$ cat src/rtl/seq_param_const_gen.sv
// -----------------------------------------------------------------------------
// seq_param_const_gen
//
// Parametrised sequence source. Out of reset it presents a compile-time
// constant on `out`. A `start` in IDLE launches a burst of `count` values
// over a val/rdy interface. The data register steps on every accepted
// transfer according to the mode latched with `start`:
//   0 HOLD, 1 INC (+stride), 2 DEC (-stride), 3 ROTL (rotate left by one).
// A one-cycle `done` pulse follows the last transfer, and then the block
// returns to IDLE. The data register carries over between bursts.
//
// Parameters:
//   nbits  - data width (>= 1)
//   value  - reset/initial data value
//   stride - INC/DEC step, truncated to nbits
//   count  - values per burst (>= 1)
//
// Ports:
//   clk      in   rising-edge clock
//   reset    in   asynchronous active-high reset
//   start    in   begin a burst (sampled in IDLE only)
//   mode     in   step mode, sampled together with start
//   ld_en    in   load data register from ld_data (IDLE only)
//   ld_data  in   value to load
//   out_val  out  output valid (RUN state)
//   out_rdy  in   consumer ready
//   out      out  current data register, always driven
//   done     out  one-cycle burst-complete pulse
// -----------------------------------------------------------------------------
module seq_param_const_gen #(
    parameter int unsigned      nbits  = 8,
    parameter logic [nbits-1:0] value  = '0,
    parameter int unsigned      stride = 1,
    parameter int unsigned      count  = 4
) (
    input  logic             clk,
    input  logic             reset,
    input  logic             start,
    input  logic [1:0]       mode,
    input  logic             ld_en,
    input  logic [nbits-1:0] ld_data,
    output logic             out_val,
    input  logic             out_rdy,
    output logic [nbits-1:0] out,
    output logic             done
);

    // ------------------------------------------------------------------
    // Constants
    // ------------------------------------------------------------------
    localparam int unsigned      REM_W   = $clog2(count + 1);
    localparam logic [REM_W-1:0] COUNT_T = REM_W'(count);
    localparam logic [REM_W-1:0] REM_ONE = REM_W'(1);
    localparam logic [nbits-1:0] STEP    = nbits'(stride);

    localparam logic [1:0] MODE_HOLD = 2'd0;
    localparam logic [1:0] MODE_INC  = 2'd1;
    localparam logic [1:0] MODE_DEC  = 2'd2;
    localparam logic [1:0] MODE_ROTL = 2'd3;

    localparam logic [1:0] S_IDLE = 2'd0;
    localparam logic [1:0] S_RUN  = 2'd1;
    localparam logic [1:0] S_DONE = 2'd2;

    // ------------------------------------------------------------------
    // State
    // ------------------------------------------------------------------
    logic [1:0]       state;
    logic [nbits-1:0] dreg;
    logic [1:0]       mode_q;
    logic [REM_W-1:0] remaining;

    logic             hs;
    logic [nbits-1:0] rot;
    logic [nbits-1:0] stepped;

    // ------------------------------------------------------------------
    // Next-value datapath
    // ------------------------------------------------------------------
    // A one-bit rotate is the identity. It gets its own branch so that the
    // dreg[nbits-2:0] slice is never elaborated when nbits is 1.
    generate
        if (nbits == 1) begin : g_rot_w1
            assign rot = dreg;
        end else begin : g_rot_wn
            assign rot = {dreg[nbits-2:0], dreg[nbits-1]};
        end
    endgenerate

    always_comb begin
        stepped = dreg;
        case (mode_q)
            MODE_HOLD: stepped = dreg;
            MODE_INC:  stepped = dreg + STEP;
            MODE_DEC:  stepped = dreg - STEP;
            MODE_ROTL: stepped = rot;
            default:   stepped = dreg;
        endcase
    end

    // A transfer happens only in RUN. out_val is a pure state decode, so
    // this also covers the IDLE and DONE cycles.
    assign hs = out_val & out_rdy;

    // ------------------------------------------------------------------
    // FSM and registers
    // ------------------------------------------------------------------
    always_ff @(posedge clk or posedge reset) begin
        if (reset) begin
            state     <= S_IDLE;
            dreg      <= value;
            mode_q    <= MODE_HOLD;
            remaining <= '0;
        end else begin
            case (state)
                S_IDLE: begin
                    // Load and start may coincide. The load wins the data
                    // register, so the first burst value is ld_data.
                    if (ld_en) begin
                        dreg <= ld_data;
                    end
                    if (start) begin
                        mode_q    <= mode;
                        remaining <= COUNT_T;
                        state     <= S_RUN;
                    end
                end
                S_RUN: begin
                    if (hs) begin
                        dreg      <= stepped;
                        remaining <= remaining - REM_ONE;
                        if (remaining == REM_ONE) begin
                            state <= S_DONE;
                        end
                    end
                end
                S_DONE: begin
                    state <= S_IDLE;
                end
                default: begin
                    state <= S_IDLE;
                end
            endcase
        end
    end

    // ------------------------------------------------------------------
    // Outputs: decoded from registered state only
    // ------------------------------------------------------------------
    assign out_val = (state == S_RUN);
    assign done    = (state == S_DONE);
    assign out     = dreg;

endmodule
$ cat config.mk
export PLATFORM = sky130hd
export DESIGN_NAME = seq_param_const_gen
export DESIGN_NICKNAME = d
export VERILOG_FILES = /design/src/rtl/seq_param_const_gen.sv
export SDC_FILE = /design/constraint.sdc
export NUM_CORES = 1
export LEC_CHECK = 0
export ABC_AREA = 1
export CORE_MARGIN = 4
export CORE_UTILIZATION = 57
export CTS_BUF_LIST = sky130_fd_sc_hd__clkbuf_4
export CTS_CLUSTER_DIAMETER = 30
export DETAILED_ROUTE_END_ITERATION = 7
export HOLD_SLACK_MARGIN = 0.06
export PLACE_DENSITY = 0.95
export SLEW_MARGIN = 0
export SYNTH_ARGS = -nofsm -noshare
export SYNTH_HDL_FRONTEND = slang
export SYNTH_SLANG_ARGS = --single-unit
$ cat constraint.sdc
create_clock -name clk -period 3.9 [get_ports clk]
set_input_delay 0.78 -clock clk [delete_from_list [all_inputs] [get_ports clk]]
set_output_delay 0.78 -clock clk [all_outputs]
set_load 0.02 [all_outputs]
-- Word level (Yosys, flattened, before mapping)
Cells that the tools add are included.
- bitwise operators: 1
- reductions and logical operators: 7
- $add $sub $neg: 3
- multiplexer cells: 11
- equality and inequality tests: 11
- operators by type and width (cell ; number):
    8-bit case mux with 3 select lines ; 1
    8-bit two-way mux ; 2
    8-bit case mux with 2 select lines ; 1
    8-bit by 1-bit adder with 8-bit output, second input constant ; 1
    8-bit by 1-bit subtractor with 8-bit output, second input constant ; 1
    2-bit equality test, second input constant ; 3
    2-bit two-way mux ; 3
    3-bit two-way mux ; 2
    2-bit inequality test, second input constant ; 3
    3-bit case mux with 2 select lines ; 1
    3-bit AND reduction ; 2
    2-bit by 1-bit equality test with 1-bit output, second input constant ; 2
    2-bit zero test ; 2
    2-bit by 1-bit inequality test with 1-bit output, second input constant ; 2
    2-bit case mux with 2 select lines ; 1
    4-bit AND reduction ; 1
    3-bit by 1-bit equality test with 1-bit output, second input constant ; 1
    3-bit by 1-bit subtractor with 3-bit output, second input constant ; 1
    2-bit AND reduction ; 1
    2-bit nonzero test ; 1
    1-bit AND ; 1
- bits in registers: 15
- output and inout port bits: 10
- word-level logic and storage cells: 37
- input port bits: 15

-- Depth between registers and ports, before layout
- depth in word-level cells: 4
- depth in mapped cells: 16
- depth with buffers taken out: 16

-- Worst setup path before layout
No wires, ideal clock.
- path type: register to register
- start: reg mode_q[0]
- end: reg dreg[4] (netlist: out[4])
- clock period less this slack: 1.596 ns
- setup slack: 2.304 ns
- path buffers: 0
- data required time: 3.755 ns
- stages on the path, launching flop included: 16
- setup time: 0.145 ns
- data arrival time: 1.451 ns
- cells stage by stage: dfrtp_1 -> inv_4 -> nand2_8 -> nand2_2 -> nand2_1 -> inv_1 -> ha_1 -> inv_1 -> nand2_1 -> inv_2 -> nor2_4 -> nand2_1 -> nand3_1 -> nand2_1 -> o21ai_1 -> a22oi_1
- longest elaborated chain between the ends: 4
- elaborated cells on any way between the ends: 9
- classes of those cells: 4 x eq/ne; 3 x mux; 2 x reduce/logical
- RTL lines (element ; RTL line ; text):
    start, declared ; 70 ; logic [1:0] mode_q;
    start signal, assigned ; 123 ; mode_q <= mode;
    2-bit equality test / 2-bit by 1-bit equality test with 1-bit output (equally long branches) ; 92 ; case (mode_q)
    8-bit case mux with 3 select lines ; 92 ;
    8-bit two-way mux ; 129 ; if (hs) begin
    8-bit case mux with 2 select lines ; 115 ; case (state)
    end signal, assigned ; 111 ; dreg <= value;
    end signal, assigned ; 120 ; dreg <= ld_data;
    end signal, assigned ; 130 ; dreg <= stepped;
    end, declared ; 69 ; logic [nbits-1:0] dreg;
Several ways; a longest one is shown, not always the timed one. The select of a mux whose other input is x is not followed.
A chain may end at the register's enable or synchronous reset.

-- Final worst setup path
- start: reg state[1]
- end: out out_val
- longest elaborated chain between the ends: 1
- RTL lines (element ; RTL line ; text):
    start, declared ; 68 ; logic [1:0] state;
    start signal, assigned ; 110 ; state <= S_IDLE;
    start signal, assigned ; 125 ; state <= S_RUN;
    start signal, assigned ; 133 ; state <= S_DONE;
    2-bit by 1-bit equality test with 1-bit output ; 150 ; assign out_val = (state == S_RUN);
    end, declared ; 42 ; output logic out_val,
No other way between the ends.

==> flow_metrics.env <==
export IMPL_status="finished, final reports clean"
export IMPL_power_total_mw=1.56
export IMPL_r2r_slack_ps=1860
export IMPL_worstPathRequired_ps=3120
export IMPL_finalCritPeriodShare_pct=68.1
export IMPL_yosysTopAreaCellShare_pct=29.9
export IMPL_vdd_drop_max_uv=595
export IMPL_synth_nets=192
export IMPL_fillCellCount=149
export IMPL_powerDensity_nw_per_um2=1010
export IMPL_hold_viol_final=0
export IMPL_ys_types=30
export IMPL_p_leak_nw=0.756
export IMPL_crit_family="buffers and inverters"
export IMPL_synth_warnings=0
export IMPL_antenna_cells=0
export IMPL_final_nets=219
export IMPL_use_met3_pct=4.83
export IMPL_path_clk_slew_ps=90
export IMPL_drt_pass1_iter_count=4
export IMPL_cp_slowest_cell="clkdlybuf4s50_1"
export IMPL_grt_use_total_pct=25.5
export IMPL_pin_count=25
export IMPL_top_usage_layer="met2"
export IMPL_ys_ff_latch=15
export IMPL_layout_cells_non_filler=227
export IMPL_yosys_area_top_type="dfrtp_1"
export IMPL_drive_above_1_share_pct=21.5
export IMPL_die_area_um2=3020
export IMPL_reg2reg_depth=15
export IMPL_die_h_um=54.9
export IMPL_grt_max_degree=19
export IMPL_power_switching_uw=860
export IMPL_cts_resized=0
export IMPL_path_buf_inv=3
export IMPL_drt_iter0_drc=52
export IMPL_fmax_mhz=377
export IMPL_cp_start_kind="register"
export IMPL_wl_um=3210
export IMPL_met1_usage_pct=30.6
export IMPL_cts_root_buf="clkbuf_4"
export IMPL_p_clk_share_pct=6.5
export IMPL_hold_path_depth=2
export IMPL_gp_congestion=0.906
export IMPL_crit_top_cell="inv_1"
export IMPL_cp_end_kind="primary output"
export IMPL_yosys_most_used_dff="dfrtp_1"
export IMPL_antenna_left=0
export IMPL_netlist_instances=174
export IMPL_relSlewSlack_pct=60.2
export IMPL_skew_ps=1.47
export IMPL_critical_path_max_stage_delay_ps=640
export IMPL_finalSetupTns_ps=0
export IMPL_combPwrFrac_pct=72.4
export IMPL_worstHoldEndpoint="remaining[2]"
export IMPL_reg2reg_from="mode_q[1]"
export IMPL_synthArstFlopShare_pct=100
export IMPL_crit_start="state[1]"
export IMPL_antenna_found_initial=0
export IMPL_slew_viol_final=0
export IMPL_htree_levels=1
export IMPL_grt_pass1_vias=1206
export IMPL_rows=16
export IMPL_synth_edf_count=0
export IMPL_crit_chain="inv_1 > nand2_2 > inv_1 > clkdlybuf4s50_1"
export IMPL_clockBufferDepth=2
export IMPL_cts_hold_buf=0
export IMPL_setup_viol=0
export IMPL_grt_overflow=0
export IMPL_synthTopCellsByArea="dfrtp_1 30%, nand2_1 8.1%, inv_1 7.5%, nand2_2 6.5%, a21oi_1 6.4%"
export IMPL_min_delay_start="remaining[2]"
export IMPL_cts_buffers_inserted=3
export IMPL_cts_setup_buffers=0
export IMPL_cts_tree="done"
export IMPL_r2r_end="out[6]"
export IMPL_met2_usage_pct=43.7
export IMPL_power_internal_uw=698
export IMPL_drc=0
export IMPL_criticalPathCategory="register to primary output"
export IMPL_power_share_sequential_pct=21.1
export IMPL_cts_sinks=15
export IMPL_design_core_area_um2=2020
export IMPL_syn_area_um2=1260
export IMPL_num_vias=1298
export IMPL_tightest_slew_ps=597
export IMPL_grt_first_pass_wirelength_um=5410
export IMPL_rsz0062_at_grt="false"
export IMPL_syn_avg_cell_area_um2=7.22
export IMPL_post_place_cells=223
export IMPL_dpl_hpwl_um=2370
export IMPL_hp_class="register to register"
export IMPL_vias_per_cell=5.72
export IMPL_chipWidth_um=54.9
export IMPL_cap_violations=0
export IMPL_cp_max_fo=18
export IMPL_floorplan_initialDensity_pct=62.1
export IMPL_ys_seq_area_share_pct=29.9
export IMPL_p_sw_share_pct=55.2
export IMPL_fin_crit_ps=2660
export IMPL_port_buffers=24
export IMPL_clk_latency_ps=290
export IMPL_wl_per_cell_um=14.2
export IMPL_area_growth_syn_to_layout_pct=23.0
export IMPL_arrival_ps=1880
kinds of logic after synthesis:
| logic type | share of synthesized area, % |
|---|---|
| and+or+nand+nor | 32.9 |
| AOI/OAI and AO/OA | 21.5 |
| buffers and inverters | 12.1 |
| DFF | 29.9 |
| adders and majority gates | 2.99 |
| xor gates and xnor gates | 0.697 |
worst max path at each step:
| stage | to | depth (start not counted) |
|---|---|---|
| detailed placement | out_val | 4 |
| global placement | out_val | 4 |
| global route | out_val | 4 |
| floorplan | out[4] | 15 |
| finish | out_val | 4 |
| CTS | out_val | 4 |
cells in the mapped netlist (2+ instances only):
master / number
nand2_1: 27
nand2_4: 3
dfrtp_1: 15
inv_2: 8
ha_1: 3
inv_4: 2
nor2_2: 2
nor2_1: 11
a22oi_1: 2
a21oi_1: 16
inv_1: 25
o21ai_0: 8
o21ai_1: 2
nand3_1: 15
a31oi_1: 2
o211ai_1: 3
a21oi_2: 3
nand3_2: 3
nand2_2: 13
state kept, by name, summed over array words and instances, names as in the netlist:
signal and flops:
mode_q 2, out 8, remaining 3, state 2
cell type report:
class	instances	area (µm²)	share of cell area, %
multi-input cells	122	729	47.2
inverters	35	136	8.83
repair buffers	24	240	15.5
clock buffers	4	30.0	1.94
well taps	27	33.8	2.19
flip-flops and latches	15	375	24.3
power by group through the flow:
stage	combinational [mW]	sequential, mW	clock [mW]
floorplan	0.807	0.349	0
global placement	1.06	0.321	0
detailed placement	1.10	0.329	0
CTS	1.12	0.326	0.102
global route	1.24	0.340	0.108
finish	1.13	0.328	0.101
tightest hold or removal path, cell delays in order (launching register included):
cell and delay [ps]:
dfrtp_1 360, nand2_1 60, nand3_1 50
per-stage QoR:
| step | hold WS, ps | setup WS (ps) | cell area (µm²) | util [%] |
|---|---|---|---|---|
| 6_report | 502 | 1240 | 1550 | 76.4 |
| 4_1_cts | 506 | 1270 | 1550 | 76.4 |
| 3_5_place_dp | 485 | 1610 | 1520 | 74.9 |
| 3_3_place_gp | 464 | 1670 | 1520 | 74.9 |
| 2_1_floorplan | 451 | 2300 | 1260 | - |
| 5_1_grt | 542 | 1180 | 1550 | 76.4 |
per-layer routing:
layer	routed length (µm)	vias up
met2	1570	72
met4	109	0
met5	0	-
li1	-	616
met3	288	18
met1	1240	592
placed cells by master, fill, tap and decap left out:
cell,Yosys,routed
o21bai_4,1,1
a22oi_1,2,2
xor2_1,1,1
nor2_2,2,2
inv_1,25,25
nand2_4,3,3
nor2_4,1,1
a31oi_1,2,2
inv_2,8,8
o211ai_1,3,3
clkbuf_4,0,4
or2_1,1,1
nand2_1,27,27
ha_1,3,3
nor2_1,11,11
a41oi_1,1,1
o21ai_0,8,8
a21oi_1,16,16
o21ai_1,2,2
nand2_8,1,1
o221ai_1,1,1
o221ai_2,1,1
inv_4,2,2
clkdlybuf4s50_1,0,24
nand2_2,13,13
nand3_1,15,15
nand3_2,3,3
a22oi_2,1,1
dfrtp_1,15,15
a21oi_2,3,3
Power figures use the tool's default switching activity.
